===== src/rtl/core_bus_arbiter_pkg.sv =====
// core_bus_arbiter_pkg: shared types for the core-to-memory bus arbiter.
package core_bus_arbiter_pkg;
   typedef enum logic [1:0] {IDLE, REQ, WAIT, RESP} arb_state_t;
   typedef enum logic {OWN_I, OWN_D} owner_t;
   typedef enum logic [2:0] {MSIZE_1B, MSIZE_2B, MSIZE_4B, MSIZE_8B} msize_t;
   typedef struct packed {
      logic        is_write;
      logic [63:0] addr;
      logic [2:0]  size;
      logic [7:0]  strobe;
      logic [63:0] data;
   } mem_req_t;
   typedef struct packed {
      logic        ready;
      logic        valid;
      logic [63:0] data;
   } mem_resp_t;
   // Instruction words are 32-bit; addr[2] picks the half of the 64-bit beat.
   function automatic logic [31:0] ifetch_word(input logic [63:0] beat, input logic hi);
      return hi ? beat[63:32] : beat[31:0];
   endfunction
endpackage


===== src/rtl/core_bus_arbiter_if.sv =====
// core_bus_arbiter_if: core-side ibus/dbus handshakes plus the shared memory-bus handshake.
interface core_bus_arbiter_if;
   logic        ireq_valid;
   logic [63:0] ireq_addr;
   logic        iresp_addr_ok;
   logic        iresp_data_ok;
   logic [31:0] iresp_data;
   logic        dreq_valid;
   logic [63:0] dreq_addr;
   logic [2:0]  dreq_size;
   logic [7:0]  dreq_strobe;
   logic [63:0] dreq_data;
   logic        dresp_addr_ok;
   logic        dresp_data_ok;
   logic [63:0] dresp_data;
   logic        mreq_valid;
   logic        mreq_is_write;
   logic [63:0] mreq_addr;
   logic [2:0]  mreq_size;
   logic [7:0]  mreq_strobe;
   logic [63:0] mreq_data;
   logic        mresp_ready;
   logic        mresp_valid;
   logic [63:0] mresp_data;
   modport slave (
      input  ireq_valid, ireq_addr, dreq_valid, dreq_addr, dreq_size, dreq_strobe, dreq_data,
             mresp_ready, mresp_valid, mresp_data,
      output iresp_addr_ok, iresp_data_ok, iresp_data, dresp_addr_ok, dresp_data_ok, dresp_data,
             mreq_valid, mreq_is_write, mreq_addr, mreq_size, mreq_strobe, mreq_data
   );
   modport master (
      output ireq_valid, ireq_addr, dreq_valid, dreq_addr, dreq_size, dreq_strobe, dreq_data,
             mresp_ready, mresp_valid, mresp_data,
      input  iresp_addr_ok, iresp_data_ok, iresp_data, dresp_addr_ok, dresp_data_ok, dresp_data,
             mreq_valid, mreq_is_write, mreq_addr, mreq_size, mreq_strobe, mreq_data
   );
endinterface


===== src/rtl/core_bus_arbiter_arb_select.sv =====
// core_bus_arbiter_arb_select: picks the next bus owner from the two request valids,
// either dbus-first or alternating when both ask in the same cycle.
module core_bus_arbiter_arb_select
   import core_bus_arbiter_pkg::*;
#(
   parameter bit DBUS_FIRST = 1'b1
) (
   input  logic   clk,
   input  logic   reset,
   input  logic   en,
   input  logic   ivalid,
   input  logic   dvalid,
   output logic   gnt_valid,
   output owner_t gnt
);
   owner_t ptr;
   assign gnt_valid = ivalid || dvalid;
   assign gnt = (dvalid && (!ivalid || DBUS_FIRST || ptr == OWN_D)) ? OWN_D : OWN_I;
   // Only a contested grant advances the pointer; a lone requester never disturbs it.
   always_ff @(posedge clk or negedge reset)
      if (!reset) ptr <= OWN_D;
      else if (en && ivalid && dvalid) ptr <= ptr == OWN_D ? OWN_I : OWN_D;
endmodule


===== src/rtl/core_bus_arbiter.sv =====
// core_bus_arbiter: serialises the core's ibus and dbus requests onto one memory bus,
// one transaction at a time, and returns each response to the requester that issued it.
module core_bus_arbiter
   import core_bus_arbiter_pkg::*;
#(
   parameter int TIMEOUT    = 1024,
   parameter int DBUS_FIRST = 1
) (
   input  logic              clk,
   input  logic              reset,
   core_bus_arbiter_if.slave bus,
   output logic              err_timeout
);
   localparam logic [1:0] S_IDLE = IDLE;
   localparam logic [1:0] S_REQ  = REQ;
   localparam logic [1:0] S_WAIT = WAIT;
   localparam logic [1:0] S_RESP = RESP;
   localparam int CW = TIMEOUT > 0 ? $clog2(TIMEOUT + 1) : 1;
   logic [1:0]    state;
   owner_t        owner;
   owner_t        gnt;
   logic          gnt_valid;
   logic          done;
   mem_req_t      req_q;
   mem_req_t      dreq_s;
   mem_req_t      ireq_s;
   mem_resp_t     mresp;
   logic [CW-1:0] cnt;
   logic [CW-1:0] cnt_n;
   core_bus_arbiter_arb_select #(.DBUS_FIRST(DBUS_FIRST != 0)) u_sel (
      .clk(clk),
      .reset(reset),
      .en(state == S_IDLE),
      .ivalid(bus.ireq_valid),
      .dvalid(bus.dreq_valid),
      .gnt_valid(gnt_valid),
      .gnt(gnt)
   );
   assign mresp  = {bus.mresp_ready, bus.mresp_valid, bus.mresp_data};
   assign dreq_s = {|bus.dreq_strobe, bus.dreq_addr, bus.dreq_size, bus.dreq_strobe, bus.dreq_data};
   assign ireq_s = {1'b0, bus.ireq_addr, MSIZE_4B, 8'd0, 64'd0};
   // A beat accepted together with the request skips WAIT entirely.
   assign done   = (state == S_REQ && mresp.ready && mresp.valid) || (state == S_WAIT && mresp.valid);
   assign cnt_n  = cnt + CW'(1);
   assign {bus.mreq_is_write, bus.mreq_addr, bus.mreq_size, bus.mreq_strobe, bus.mreq_data} = req_q;
   always_ff @(posedge clk or negedge reset)
      if (!reset) begin
         state             <= S_IDLE;
         owner             <= OWN_I;
         req_q             <= '0;
         bus.mreq_valid    <= 1'b0;
         bus.iresp_addr_ok <= 1'b0;
         bus.dresp_addr_ok <= 1'b0;
         bus.iresp_data_ok <= 1'b0;
         bus.dresp_data_ok <= 1'b0;
         bus.iresp_data    <= '0;
         bus.dresp_data    <= '0;
      end else begin
         bus.iresp_addr_ok <= 1'b0;
         bus.dresp_addr_ok <= 1'b0;
         bus.iresp_data_ok <= done && owner == OWN_I;
         bus.dresp_data_ok <= done && owner == OWN_D;
         if (done && owner == OWN_I) bus.iresp_data <= ifetch_word(mresp.data, req_q.addr[2]);
         if (done && owner == OWN_D) bus.dresp_data <= req_q.is_write ? 64'd0 : mresp.data;
         case (state)
            S_IDLE:
               if (gnt_valid) begin
                  owner             <= gnt;
                  req_q             <= gnt == OWN_D ? dreq_s : ireq_s;
                  bus.mreq_valid    <= 1'b1;
                  bus.iresp_addr_ok <= gnt == OWN_I;
                  bus.dresp_addr_ok <= gnt == OWN_D;
                  state             <= S_REQ;
               end
            S_REQ:
               if (mresp.ready) begin
                  bus.mreq_valid <= 1'b0;
                  state          <= mresp.valid ? S_RESP : S_WAIT;
               end
            S_WAIT:
               if (mresp.valid) state <= S_RESP;
            default:
               state <= S_IDLE;
         endcase
      end
   // The timeout only flags a stuck memory; the FSM keeps waiting regardless.
   always_ff @(posedge clk or negedge reset)
      if (!reset) begin
         cnt         <= '0;
         err_timeout <= 1'b0;
      end else if (state == S_REQ || state == S_WAIT) begin
         if (cnt != CW'(TIMEOUT)) cnt <= cnt_n;
         if (TIMEOUT != 0 && cnt_n == CW'(TIMEOUT)) err_timeout <= 1'b1;
      end else begin
         cnt <= '0;
      end
endmodule


===== src/flat_wrapper.sv =====
// flat-port wrapper written by rule: the top's interface ports become plain ports
module core_bus_arbiter_flat import core_bus_arbiter_pkg::*;
#(
   parameter int TIMEOUT    = 1024,
   parameter int DBUS_FIRST = 1
)
  (clk, reset, err_timeout, bus_ireq_valid, bus_ireq_addr, bus_dreq_valid, bus_dreq_addr, bus_dreq_size, bus_dreq_strobe, bus_dreq_data, bus_mresp_ready, bus_mresp_valid, bus_mresp_data, bus_iresp_addr_ok, bus_iresp_data_ok, bus_iresp_data, bus_dresp_addr_ok, bus_dresp_data_ok, bus_dresp_data, bus_mreq_valid, bus_mreq_is_write, bus_mreq_addr, bus_mreq_size, bus_mreq_strobe, bus_mreq_data);
  core_bus_arbiter_if bus_i ();
  input  logic clk;
  input  logic reset;
  output logic err_timeout;
  input wire logic [$bits(bus_i.ireq_valid)-1:0] bus_ireq_valid;
  input wire logic [$bits(bus_i.ireq_addr)-1:0] bus_ireq_addr;
  input wire logic [$bits(bus_i.dreq_valid)-1:0] bus_dreq_valid;
  input wire logic [$bits(bus_i.dreq_addr)-1:0] bus_dreq_addr;
  input wire logic [$bits(bus_i.dreq_size)-1:0] bus_dreq_size;
  input wire logic [$bits(bus_i.dreq_strobe)-1:0] bus_dreq_strobe;
  input wire logic [$bits(bus_i.dreq_data)-1:0] bus_dreq_data;
  input wire logic [$bits(bus_i.mresp_ready)-1:0] bus_mresp_ready;
  input wire logic [$bits(bus_i.mresp_valid)-1:0] bus_mresp_valid;
  input wire logic [$bits(bus_i.mresp_data)-1:0] bus_mresp_data;
  output wire logic [$bits(bus_i.iresp_addr_ok)-1:0] bus_iresp_addr_ok;
  output wire logic [$bits(bus_i.iresp_data_ok)-1:0] bus_iresp_data_ok;
  output wire logic [$bits(bus_i.iresp_data)-1:0] bus_iresp_data;
  output wire logic [$bits(bus_i.dresp_addr_ok)-1:0] bus_dresp_addr_ok;
  output wire logic [$bits(bus_i.dresp_data_ok)-1:0] bus_dresp_data_ok;
  output wire logic [$bits(bus_i.dresp_data)-1:0] bus_dresp_data;
  output wire logic [$bits(bus_i.mreq_valid)-1:0] bus_mreq_valid;
  output wire logic [$bits(bus_i.mreq_is_write)-1:0] bus_mreq_is_write;
  output wire logic [$bits(bus_i.mreq_addr)-1:0] bus_mreq_addr;
  output wire logic [$bits(bus_i.mreq_size)-1:0] bus_mreq_size;
  output wire logic [$bits(bus_i.mreq_strobe)-1:0] bus_mreq_strobe;
  output wire logic [$bits(bus_i.mreq_data)-1:0] bus_mreq_data;
  assign bus_i.ireq_valid = bus_ireq_valid;
  assign bus_i.ireq_addr = bus_ireq_addr;
  assign bus_i.dreq_valid = bus_dreq_valid;
  assign bus_i.dreq_addr = bus_dreq_addr;
  assign bus_i.dreq_size = bus_dreq_size;
  assign bus_i.dreq_strobe = bus_dreq_strobe;
  assign bus_i.dreq_data = bus_dreq_data;
  assign bus_i.mresp_ready = bus_mresp_ready;
  assign bus_i.mresp_valid = bus_mresp_valid;
  assign bus_i.mresp_data = bus_mresp_data;
  assign bus_iresp_addr_ok = bus_i.iresp_addr_ok;
  assign bus_iresp_data_ok = bus_i.iresp_data_ok;
  assign bus_iresp_data = bus_i.iresp_data;
  assign bus_dresp_addr_ok = bus_i.dresp_addr_ok;
  assign bus_dresp_data_ok = bus_i.dresp_data_ok;
  assign bus_dresp_data = bus_i.dresp_data;
  assign bus_mreq_valid = bus_i.mreq_valid;
  assign bus_mreq_is_write = bus_i.mreq_is_write;
  assign bus_mreq_addr = bus_i.mreq_addr;
  assign bus_mreq_size = bus_i.mreq_size;
  assign bus_mreq_strobe = bus_i.mreq_strobe;
  assign bus_mreq_data = bus_i.mreq_data;
  core_bus_arbiter #(.TIMEOUT(TIMEOUT), .DBUS_FIRST(DBUS_FIRST)) u_core (.clk(clk), .reset(reset), .bus(bus_i), .err_timeout(err_timeout));
endmodule

===== config.mk =====
export PLATFORM = sky130hd
export DESIGN_NAME = core_bus_arbiter_flat
export DESIGN_NICKNAME = d
export VERILOG_FILES = /design/src/rtl/core_bus_arbiter_pkg.sv /design/src/rtl/core_bus_arbiter_if.sv /design/src/rtl/core_bus_arbiter_arb_select.sv /design/src/rtl/core_bus_arbiter.sv /design/src/flat_wrapper.sv
export SDC_FILE = /design/constraint.sdc
export NUM_CORES = 1
export LEC_CHECK = 0
export CORE_AREA = 4 4 197 199
export DETAILED_ROUTE_END_ITERATION = 8
export DIE_AREA = 0 0 201 203
export GPL_TIMING_DRIVEN = 0
export PLACE_DENSITY_LB_ADDON = 0.05
export SLEW_MARGIN = 10
export SYNTH_ARGS = -nofsm -noshare
export SYNTH_HDL_FRONTEND = slang
export SYNTH_SLANG_ARGS = --single-unit

===== constraint.sdc =====
create_clock -name clk -period 3.4 [get_ports clk]
set_clock_uncertainty 0.1 [all_clocks]
set_input_delay 0.68 -clock clk [delete_from_list [all_inputs] [get_ports clk]]
set_output_delay 0.68 -clock clk [all_outputs]
set_load 0.005 [all_outputs]

# Word-level counts from Yosys, hierarchy flattened
# Cells that the tools add are included.
# classes
addsub,1
eq_ne,8
muxes,18
bitwise_logic,2
n_reduce_logical,15
# op_table
operator,n
140-bit 2-to-1 mux,1
64-bit 2-to-1 mux,1
32-bit 2-to-1 mux,1
11-bit 2-to-1 mux,2
"11-bit by 1-bit adder with 11-bit output, second input constant",1
"11-bit equality test, second input constant",1
"11-bit inequality test, second input constant",1
1-bit 2-to-1 mux,8
8-bit OR reduction,1
2-bit 2-to-1 mux,3
"2-bit inequality test, second input constant",3
2-bit case mux with 3 select lines,1
3-bit AND reduction,2
1-bit logical AND,5
2-bit AND reduction,2
1-bit logical OR,3
"2-bit by 1-bit equality test with 1-bit output, second input constant",1
"2-bit equality test, second input constant",1
2-bit zero test,1
"2-bit by 1-bit inequality test with 1-bit output, second input constant",1
1-bit NOT,2
1-bit case mux with 2 select lines,1
2-bit nonzero test,1
# word_totals
register_bits,256
input_bits,273
out_inout_bits,242
wordCells,60

# Depth between registers and ports, before layout
# logic_depth
ltp_word,5
ltp_mapped,8
mapped_depth_nobuf,6

# Hierarchy
# From an unflattened synthesis, not the netlist that was laid out.
# unflattened
cells_unflattened,1047
area_unflattened_um2,11426.0
# by_module_without_submodules
module,instances,cells_per_inst,area_each_um2,seq_area_each_um2
core_bus_arbiter,1,1045,11412.2,6406.1
core_bus_arbiter_arb_select,1,2,13.8,0.0

# Least setup slack after synthesis
# OpenSTA, ideal clock, no wires.
# synth_timing
kind,in2reg
from,in bus_mresp_ready
to,reg u_core.bus.dresp_data[0]
arrival_ns,1.693
required_ns,3.175
slack_ns,1.483
stages,6
n_path_buf,2
path_cell_list,a21oi_1 -> nor2_1 -> nand2_1 -> buf_2 -> buf_2 -> mux2_2
# synth_between
elab_chain_cells,4
# synth_rtl
element,line,rtl
"start, declared",flat_wrapper.sv:19,input wire logic [$bits(bus_i.mresp_ready)-1:0] bus_mresp_ready;
1-bit logical AND (2 in a row),core_bus_arbiter.sv:43,assign done = (state == S_REQ && mresp.ready && mresp.valid) || (state == S_WAIT && mresp.valid);
1-bit logical OR,core_bus_arbiter.sv:43,
1-bit logical AND,core_bus_arbiter.sv:64,if (done && owner == OWN_D) bus.dresp_data <= req_q.is_write ? 64'd0 : mresp.data;
"end signal, assigned",core_bus_arbiter.sv:64,
"end, declared",core_bus_arbiter_if.sv:28,"output iresp_addr_ok, iresp_data_ok, iresp_data, dresp_addr_ok, dresp_data_ok, dresp_data,"
# Every way passes these cells.
# A chain may end at the register's enable or synchronous reset.

# Final worst setup path
# layout_timing
from,reg u_core.state[1]
to,reg u_core.bus.iresp_data[18]
# layout_between
elab_chain_cells,5
# layout_rtl
element,line,rtl
"start, declared",core_bus_arbiter.sv:19,logic [1:0] state;
"start signal, assigned",core_bus_arbiter.sv:78,state <= mresp.valid ? S_RESP : S_WAIT;
2-bit by 1-bit equality test with 1-bit output,core_bus_arbiter.sv:43,
1-bit logical AND (2 in a row),core_bus_arbiter.sv:43,
1-bit logical OR *,core_bus_arbiter.sv:43,
1-bit logical AND *,core_bus_arbiter.sv:63,"if (done && owner == OWN_I) bus.iresp_data <= ifetch_word(mresp.data, req_q.addr[2]);"
"end signal, assigned",core_bus_arbiter.sv:63,
"end, declared",core_bus_arbiter_if.sv:28,
# Every way passes the cells marked *; elsewhere a longest branch is shown, timed or not.

==> out/results.ini <==
[cts]
postCtsResizedCells=0
clock_latency_ns=0.55
post_cts_buffers=0
htreeDepth=1
clock_path_buffers=3
clk_pin_slew_ns=0.06
cts_tree=built
clock-sinks=256
root_buffer=clkbuf_16
cts_hold_buf=1
numCtsBuffers=30

[grt]
grt_pass1_wl_um=64200
overflow=0
grt_pass1_vias=9903
grt_max_degree=103
track_usage_pct=20.4
antenna_found_initial=5

[timing]
drv_slew=0
fin_crit_sh_pct=71.5
finalSetupViolations=0
fin_tns_setup_ns=0
setup_ws_ns=0.969
worst_slew_pin_slew_ns=0.892
hold_viol=0
slew_headroom_pct=40.5
fmax_mhz=411
rsz0062_at_grt=no
period_needed_ns=2.43

[layout]
area_growth_pct=62.3
stdcell_area_um2=17700
layout_common_cells=512 x clkdlybuf4s50_1, 256 x dfrtp_1, 97 x mux2i_1, 79 x nand2_1, 74 x a22o_1
layout.nets=1745
fillCellCount=3533
final_layout_size_suffix_gt1_share_pct=9.74
final_common_cell=clkdlybuf4s50_1

[worst_setup_path]
crit_path_end_kind=register
critical_path_class=reg -> reg
r2r_start=u_core.state[1]$_DFFE_PN0P_
crit_chain=inv_1 > ha_1 > a21oi_1 > nor3_1 > clkbuf_1 > clkbuf_1 > a21oi_1
cpPeakStageDelay_ns=0.52
crit_required_ns=3.70
ff2ff_path_depth=7
slowest_stage=clkbuf_1
startpoint_type=register
arrival_ns=2.73
crit_fanout=10
rrSetupSlack_ns=0.97
cpLargestDelayFamily=buffers and inverters
critPathBufInv=3
rr_endpoint=u_core.bus.iresp_data[18]$_DFFE_PN0P_

[logic_synthesis]
synth_seq_area_share_pct=58.6
synth_area_per_cell_um2=11.9
async_reset_ff_share_pct=100
synthCells=917
synth.top_cell.area_share_pct=58.6
ys.flop_type=dfrtp_1
synth_top_area_cell=dfrtp_1
yosys_warnings=0
ys_ff_latch=256
synth_nets=1197
synth-edff-count=0
ys_top_cells_by_area=dfrtp_1 59%, mux2i_1 8.9%, mux2_2 6.6%
synthesis.area_um2=10900
synth_cell_types=45

[power_and_ir_drop]
p_total_uw=15200
power.density_nw_per_um2=857
p_leak_uw=0.00778
ir_worst_vdd_v=0.000336

[min_path]
hold_end=u_core.bus.mreq_addr[11]$_DFFE_PN0P_
min_path_type=reg -> reg
hold-path-cell-count=2
min_from=u_core.bus.mreq_addr[11]$_DFFE_PN0P_

[drt]
wl_per_cell_um=21.9
drt_wl_total_um=43100
drtPass1Iterations=4
num_vias=9162
drc=0
drt_iter0_drc=428
drt-vias-per-instance=4.66
postRouteAntennaNets=0

[floorplan]
die-height_um=203
row_count=71
start_util_pct=29.4
die_x_um=201
core_um2=37200
die_area_um2=40800
io_pins=515

[place]
dp_hpwl_um=33700
port_buffers=513
placed_area_um2=16700
place_ws_ns=0.382
routabilityCongestion=0.804

[outcome]
status=completed

[run]
cap_violations=0

-- synthesized netlist by cell type (7+ instances only) --
cell type and number:
inv_1 10, a22o_1 74, mux2_2 64, clkbuf_1 33
ha_1 7, o21ai_1 13, buf_1 7, nor2_1 47
a21oi_1 34, buf_2 25, dfrtp_1 256, mux2i_1 97
nor2b_1 66, o21ai_0 55, nand2_1 79
-- worst min-delay path, stage by stage, from the launching register on --
cell     delay, ns
dfrtp_1       0.34
nand2_1       0.04
o21ai_0       0.06
-- area by class of cell --
type	instances	area (µm²)	share of cell area, %
diodes	3	7.51	0.0423
plain buffers	67	294	1.66
clock buffers	45	867	4.89
clock inverters	10	139	0.783
inverters	10	37.5	0.212
multi-input cells	584	4190	23.6
flip-flops and latches	256	6410	36.1
well taps	474	593	3.34
repair buffers	516	5200	29.3
-- stage by stage --
stage	hold WS, ns	std cells	util, %
after CTS	0.383	1962	47.6
after detailed placement	0.369	1906	44.9
after floorplan	0.284	917	-
after global routing	0.401	1965	47.7
final	0.377	1965	47.7
after global placement	0.359	1904	44.8
-- where the power goes --
| group | total, µW | internal (µW) | switching, µW |
|---|---|---|---|
| clock | 3280 | 1980 | 1300 |
| sequential | 5190 | 4430 | 760 |
| combinational | 6740 | 3840 | 2890 |
-- routing by layer --
metal | track usage (%) | wire length, µm | vias up
met4 | 6.07 | 1210 | 4
li1 | - | - | 4316
met2 | 34.8 | 21200 | 323
met3 | 6.42 | 3350 | 61
met1 | 24.9 | 17400 | 4458
met5 | 0 | 34 | -
-- sequential cells by signal, indices dropped and copies added (netlist names) --
name	cells
u_core.bus.dresp_data	64
u_core.bus.mreq_addr	64
u_core.bus.mreq_data	64
u_core.bus.iresp_data	32
u_core.cnt	11
u_core.bus.mreq_strobe	8
u_core.bus.mreq_size	3
u_core.state	2
u_core.bus.dresp_addr_ok	1
u_core.bus.dresp_data_ok	1
u_core.bus.iresp_addr_ok	1
u_core.bus.iresp_data_ok	1
u_core.bus.mreq_is_write	1
u_core.bus.mreq_valid	1
u_core.err_timeout	1
u_core.owner	1
-- worst max path at each step --
stage                                     start                                     to  slack [ns]  depth (start not counted)
floorplan                       bus_mresp_ready   u_core.bus.dresp_data[0]$_DFFE_PN0P_        1.48                          6
global placement                          reset   u_core.bus.mreq_data[30]$_DFFE_PN0P_      -10.46                          1
detailed placement               bus_ireq_valid    u_core.bus.mreq_addr[2]$_DFFE_PN0P_        0.38                          7
CTS                 u_core.state[0]$_DFFE_PN0P_    u_core.bus.mreq_data[4]$_DFFE_PN0P_        0.85                          7
global route        u_core.state[1]$_DFFE_PN0P_  u_core.bus.iresp_data[26]$_DFFE_PN0P_        0.68                          8
finish              u_core.state[1]$_DFFE_PN0P_  u_core.bus.iresp_data[18]$_DFFE_PN0P_        0.97                          7
-- cells by family (layout without fill, tap and decap cells) --
group	after synthesis	after routing	synth area share, %
DFF	256	256	58.6
xor gates and xnor gates	10	10	0.801
muxes	161	161	15.5
other	0	3	0
and+or+nand+nor	218	218	9.74
AOI/OAI and AO/OA	188	188	11.5
buffers and inverters	77	648	3.03
adders and majority gates	7	7	0.801
Note: power is estimated with default switching activity, not from simulation.
